## src/rtl/e203_irq_inject_sched.sv

```systemverilog
// Interrupt and ITCM bus-error injection scheduler for the E203 stress environment.
// Three LFSR-timed irq channels plus one bus-error window generator, armed by the start PC.
module e203_irq_inject_sched #(
    parameter logic [31:0] PC_START   = 32'h8000015C,
    parameter logic [31:0] PC_TOHOST  = 32'h80000086,
    parameter logic [31:0] PC_EXT_ACK = 32'h800000a6,
    parameter logic [31:0] PC_SFT_ACK = 32'h800000be,
    parameter logic [31:0] PC_TMR_ACK = 32'h800000d6,
    parameter int unsigned DLY_W      = 10,
    parameter int unsigned ERR_LO_W   = 4,
    parameter int unsigned ERR_HI_W   = 8,
    parameter logic [31:0] STOP_CNT   = 32'd32,
    parameter logic [15:0] SEED       = 16'hACE1
) (
    input  logic        clk,
    input  logic        rst_n,
    input  logic        en,
    input  logic        cmt_valid,
    input  logic [31:0] cmt_pc,
    input  logic        status_mie,
    input  logic        itcm_rsp_read,
    output logic        ext_irq,
    output logic        sft_irq,
    output logic        tmr_irq,
    output logic        itcm_bus_err,
    output logic [31:0] tohost_cnt,
    output logic        done,
    output logic        irq_quiet
);

    localparam int unsigned CNT_W  = DLY_W + 1;
    localparam int unsigned ECNT_W = ((ERR_HI_W > ERR_LO_W) ? ERR_HI_W : ERR_LO_W) + 1;
    localparam logic [3:0][15:0] SEEDS = {SEED ^ 16'h3C3C, SEED ^ 16'hA5A5, SEED ^ 16'h5A5A, SEED};

    typedef enum logic [1:0] {I_ARM, I_DELAY, I_ASSERT, I_DONE} irq_st_e;
    typedef enum logic [1:0] {E_ARM, E_LO, E_HI, E_DONE} err_st_e;

    logic            start_hit;
    logic            tohost_hit;
    logic [2:0]      ack_hit;
    logic            stop;
    logic [3:0][15:0] lfsr_q;
    logic [2:0]      irq_q;
    logic [2:0]      irq_nxt;
    logic [2:0]      irq_done_nxt;
    logic            err_raw_q;

    assign start_hit  = cmt_valid & (cmt_pc == PC_START);
    assign tohost_hit = cmt_valid & (cmt_pc == PC_TOHOST);
    assign ack_hit[0] = cmt_valid & (cmt_pc == PC_EXT_ACK);
    assign ack_hit[1] = cmt_valid & (cmt_pc == PC_SFT_ACK);
    assign ack_hit[2] = cmt_valid & (cmt_pc == PC_TMR_ACK);
    assign stop       = (tohost_cnt > STOP_CNT);

    // Saturating tohost commit counter, independent of en.
    always_ff @(posedge clk) begin
        if (!rst_n) begin
            tohost_cnt <= '0;
        end else if (tohost_hit && (tohost_cnt != '1)) begin
            tohost_cnt <= tohost_cnt + 32'd1;
        end
    end

    // Four Fibonacci LFSRs, x^16+x^14+x^13+x^11+1; zero seeds are replaced by 1.
    always_ff @(posedge clk) begin
        if (!rst_n) begin
            for (int k = 0; k < 4; k++) begin
                lfsr_q[k] <= (SEEDS[k] == 16'h0000) ? 16'h0001 : SEEDS[k];
            end
        end else if (en) begin
            for (int k = 0; k < 4; k++) begin
                lfsr_q[k] <= {lfsr_q[k][14:0],
                              lfsr_q[k][15] ^ lfsr_q[k][13] ^ lfsr_q[k][12] ^ lfsr_q[k][10]};
            end
        end
    end

    for (genvar g = 0; g < 3; g++) begin : g_irq
        irq_st_e          st_q, st_d;
        logic [CNT_W-1:0] cnt_q, cnt_d;
        logic [CNT_W-1:0] dly;
        logic             line_q;

        assign dly = CNT_W'(lfsr_q[g][DLY_W-1:0]) + CNT_W'(1);

        always_comb begin
            st_d  = st_q;
            cnt_d = cnt_q;
            if (!en) begin
                st_d = I_ARM;
            end else begin
                case (st_q)
                    I_ARM: begin
                        if (start_hit) begin
                            st_d  = I_DELAY;
                            cnt_d = dly;
                        end
                    end
                    I_DELAY: begin
                        if (cnt_q == CNT_W'(1)) begin
                            st_d = I_ASSERT;
                        end else begin
                            cnt_d = cnt_q - CNT_W'(1);
                        end
                    end
                    I_ASSERT: begin
                        if (ack_hit[g]) begin
                            if (stop) begin
                                st_d = I_DONE;
                            end else begin
                                st_d  = I_DELAY;
                                cnt_d = dly;
                            end
                        end
                    end
                    I_DONE:  st_d = I_DONE;
                    default: st_d = I_ARM;
                endcase
            end
        end

        always_ff @(posedge clk) begin
            if (!rst_n) begin
                st_q   <= I_ARM;
                cnt_q  <= '0;
                line_q <= 1'b0;
            end else begin
                st_q   <= st_d;
                cnt_q  <= cnt_d;
                line_q <= (st_d == I_ASSERT);
            end
        end

        assign irq_q[g]        = line_q;
        assign irq_nxt[g]      = (st_d == I_ASSERT);
        assign irq_done_nxt[g] = (st_d == I_DONE);
    end

    err_st_e           est_q, est_d;
    logic [ECNT_W-1:0] ecnt_q, ecnt_d;
    logic [ECNT_W-1:0] lo_len, hi_len;

    assign lo_len = ECNT_W'(lfsr_q[3][ERR_LO_W-1:0]) + ECNT_W'(1);
    assign hi_len = ECNT_W'(lfsr_q[3][ERR_HI_W-1:0]) + ECNT_W'(1);

    // Bus-error window generator: alternating LO/HI windows of random length.
    always_comb begin
        est_d  = est_q;
        ecnt_d = ecnt_q;
        if (!en) begin
            est_d = E_ARM;
        end else begin
            case (est_q)
                E_ARM: begin
                    if (start_hit) begin
                        est_d  = E_LO;
                        ecnt_d = lo_len;
                    end
                end
                E_LO: begin
                    if (ecnt_q == ECNT_W'(1)) begin
                        est_d  = E_HI;
                        ecnt_d = hi_len;
                    end else begin
                        ecnt_d = ecnt_q - ECNT_W'(1);
                    end
                end
                E_HI: begin
                    if (ecnt_q == ECNT_W'(1)) begin
                        if (stop) begin
                            est_d = E_DONE;
                        end else begin
                            est_d  = E_LO;
                            ecnt_d = lo_len;
                        end
                    end else begin
                        ecnt_d = ecnt_q - ECNT_W'(1);
                    end
                end
                E_DONE:  est_d = E_DONE;
                default: est_d = E_ARM;
            endcase
        end
    end

    always_ff @(posedge clk) begin
        if (!rst_n) begin
            est_q     <= E_ARM;
            ecnt_q    <= '0;
            err_raw_q <= 1'b0;
            done      <= 1'b0;
            irq_quiet <= 1'b1;
        end else begin
            est_q     <= est_d;
            ecnt_q    <= ecnt_d;
            err_raw_q <= (est_d == E_HI);
            done      <= (&irq_done_nxt) & (est_d == E_DONE);
            irq_quiet <= ~(|irq_nxt);
        end
    end

    assign ext_irq = irq_q[0];
    assign sft_irq = irq_q[1];
    assign tmr_irq = irq_q[2];

    // Only read responses while interrupts are enabled (non-handler code) get corrupted.
    assign itcm_bus_err = err_raw_q & status_mie & itcm_rsp_read;

endmodule

```

## config.mk

```make
export PLATFORM = sky130hd
export DESIGN_NAME = e203_irq_inject_sched
export DESIGN_NICKNAME = d
export VERILOG_FILES = /design/src/rtl/e203_irq_inject_sched.sv
export SDC_FILE = /design/constraint.sdc
export NUM_CORES = 1
export LEC_CHECK = 0
export BUFFER_PORTS_ARGS = -buffer_cell sky130_fd_sc_hd__buf_2
export CAP_MARGIN = 15
export CORE_MARGIN = 2
export CORE_UTILIZATION = 25
export DETAILED_ROUTE_END_ITERATION = 7
export GPL_TIMING_DRIVEN = 0
export PLACE_DENSITY = 0.45
export SETUP_SLACK_MARGIN = 0.15
export SYNTH_ARGS = -nofsm -noshare
export SYNTH_HDL_FRONTEND = slang
export SYNTH_SLANG_ARGS = --single-unit
```

## constraint.sdc

```tcl
create_clock -name clk -period 3.6 [get_ports clk]
set_input_delay 0.18 -clock clk [delete_from_list [all_inputs] [get_ports clk]]
set_output_delay 0.18 -clock clk [all_outputs]
set_load 0.01 [all_outputs]
```

==> results.tsv <==
metric	value	unit
status	finished, final reports clean	
die-area	35580	µm²
sw_frac_of_total	0.2774	
cts_tree	done	
drc	0	
place_congestion	0.8601	
crit_fanout	7	
cts_root_buffer	clkbuf_16	
htree_levels	4	
fmax	295.5	MHz
layout-drive-gt1-share	0.1202	
startpoint	tohost_cnt[0]$_SDFFE_PN0P_	
clkLatencyLatePin	0.45	ns
final.period_utilization	0.9400	
fin_cells	1588	
synth_ff_type	dfxtp_1	
avgSynthCellArea	8.240	µm²
postLayoutCellArea	10060	µm²
worstPathArrival	3.75	ns
layout_commonest_cell	dfxtp_1	
final_cell_mix	152 x dfxtp_1, 104 x nor2_1, 103 x nand2_1, 78 x buf_2, 60 x mux2i_1	
share_comb_of_total_power	0.078	
rows	67	
initial_utilization	0.2541	
tightest_slew	1.020	ns
dp_slack	0.3675	ns
fp.dieW	188.6	µm
power	3.949	mW
clkSinkCount	152	
post_cts_buffers	0	
wl_per_cell	17.04	µm
power_leakage	3.822	nW
ys_ff_latch	152	
hold_violations	0	
post_dp_cell_area	9452	µm²
yosys_warnings	0	
viasPerCell	5.071	
grt_max_degree	18	
endpoint	ecnt_q[1]$_SDFFE_PN0P_	
grt_pass1_wl	43310	µm
via_count	8052	
cts_resized	0	
cts_made_buffers	17	
grt.overflow.total	0	
synth_nets	1091	
timing.rr.end	ecnt_q[1]$_SDFFE_PN0P_	
drt.antenna.violating_nets	0	
critPathLaunchType	register	
ir_worst_vdd	236.2	µV
num-nets-final	1184	
power.switching	1.096	mW
async_flop_share	0	
p_seq_frac	0.453	
final_core_util	0.2999	
worstSetupPathType	reg -> reg	
portBuffers	74	
setup_tns	0	ns
totalWireLength	27070	µm
yosysTopAreaCell	dfxtp_1	
slew_headroom	0.3111	
dp.cells	1556	
final_max_slew_viol_count	0	
clkTransAtPathRegs	0.07	ns
critPathCaptureType	register	
rr_worst_depth	8	
synth_edf_count	0	
core_area	33530	µm²
first_iter_violations	475	
power_density	392.7	nW/µm²
track_usage	0.1526	
die_y	188.6	µm
clock-skew-final	0.01551	ns
r2r_slack	0.22	ns
whs	0.2402	ns
syn_area	8521	µm²
clkPwrFrac	0.469	
netlist-cell-type-count	76	
clockBufferDepth	2	
synth_seq_area_share	0.3571	
p_int	2.854	mW
grt_pass1_vias	7650	
rsz0062_at_grt	no	
io_pins	76	
synth_top_cell_area_share	0.3571	
setup_viol	0	
postCtsHoldBufs	0	
drtPass1Iterations	5	
area.growth.synth_to_final	18.02	%
dp.final_hpwl	19870	µm
maxCapViolCount	0	
antenna_found_initial	0	
yosys-top-cells-area	dfxtp_1 36%, mux2i_1 7.0%, nor2_1 4.6%	
setup_ws	0.2159	ns
antennaDiodeCount	0	
timing.rr.start	tohost_cnt[0]$_SDFFE_PN0P_	
worstPathRequired	3.97	ns
netlist_instances	1034	
fin_crit	3.384	ns
hold_path_class	in -> reg	
layout make-up:
type | instances | area [µm²]
Clock buffer | 17 | 425.4
Sequential cell | 152 | 3043
Inverter | 37 | 138.9
Buffer | 56 | 220.2
Clock inverter | 15 | 172.7
Multi-Input combinational cell | 789 | 5125
Tap cell | 448 | 560.5
Fill cell | 3649 | 23480
Timing Repair Buffer | 74 | 370.4
state kept, by name, summed over array words and instances, names as in the netlist:
| signal | flops |
|---|---|
| sft_irq | 1 |
| done | 1 |
| err_raw_q | 1 |
| ext_irq | 1 |
| g_irq.cnt_q | 33 |
| tohost_cnt | 32 |
| est_q | 2 |
| ecnt_q | 9 |
| irq_quiet | 1 |
| tmr_irq | 1 |
| lfsr_q | 64 |
| g_irq.st_q | 6 |
critical path, cell delays in order (launching register included):
cell and delay, ns:
dfxtp_1 0.35, inv_1 0.11, ha_1 0.15, inv_1 0.04, o41ai_1 0.81, nand3_1 0.49, a311oi_1 0.87, o2111ai_1 0.28
a21oi_1 0.21
how the worst min path moves through the flow:
| stage | start | endpoint | slack [ns] | cells after the start |
|---|---|---|---|---|
| floorplan | cmt_pc[5] | g_irq[1].st_q[1]$_SDFF_PN0_ | 0.41 | 3 |
| global placement | ecnt_q[7]$_SDFFE_PN0P_ | ecnt_q[7]$_SDFFE_PN0P_ | 0.45 | 1 |
| detailed placement | ecnt_q[7]$_SDFFE_PN0P_ | ecnt_q[7]$_SDFFE_PN0P_ | 0.45 | 1 |
| CTS | cmt_pc[5] | g_irq[1].st_q[1]$_SDFF_PN0_ | 0.23 | 4 |
| global route | cmt_pc[5] | g_irq[1].st_q[1]$_SDFF_PN0_ | 0.30 | 4 |
| finish | cmt_pc[5] | g_irq[1].st_q[1]$_SDFF_PN0_ | 0.24 | 4 |
metal layers:
layer | vias up | routed length [µm] | global-route usage
met5 | - | 0 | 0
met4 | 0 | 466 | 0.04417
met3 | 25 | 767 | 0.02198
met2 | 131 | 12400 | 0.2443
met1 | 3897 | 13440 | 0.2125
li1 | 3999 | - | -
kinds of logic (layout without fill, tap and decap cells):
| family | Yosys count | in the layout | synth area share |
|---|---|---|---|
| AO/OA/AOI/OAI | 209 | 209 | 0.1690 |
| XOR/XNOR | 54 | 54 | 0.05551 |
| adder cells (fa/ha/maj) | 19 | 19 | 0.02790 |
| buffers and inverters | 93 | 199 | 0.04214 |
| flip-flops | 152 | 152 | 0.3571 |
| multiplexers | 61 | 61 | 0.07181 |
| AND/OR/NAND/NOR | 446 | 446 | 0.2765 |
synthesized netlist by cell type, drive strengths merged (29+ instances only):
library cell / number
nand4: 29
inv: 37
nand2: 103
clkbuf: 43
nand3: 52
o21ai: 34
nor4: 33
mux2i: 60
a21oi: 44
xnor2: 30
nor2: 105
dfxtp: 152
power by group through the flow:
stage / Combinational (mW) / Sequential (mW) / Clock (mW)
2_1_floorplan: 0.213 / 1.81 / 0
3_3_place_gp: 0.309 / 1.83 / 0
3_5_place_dp: 0.311 / 1.83 / 0
4_1_cts: 0.312 / 1.79 / 1.90
5_1_grt: 0.344 / 1.80 / 1.97
6_report: 0.307 / 1.79 / 1.85
Power figures use the tool's default switching activity.
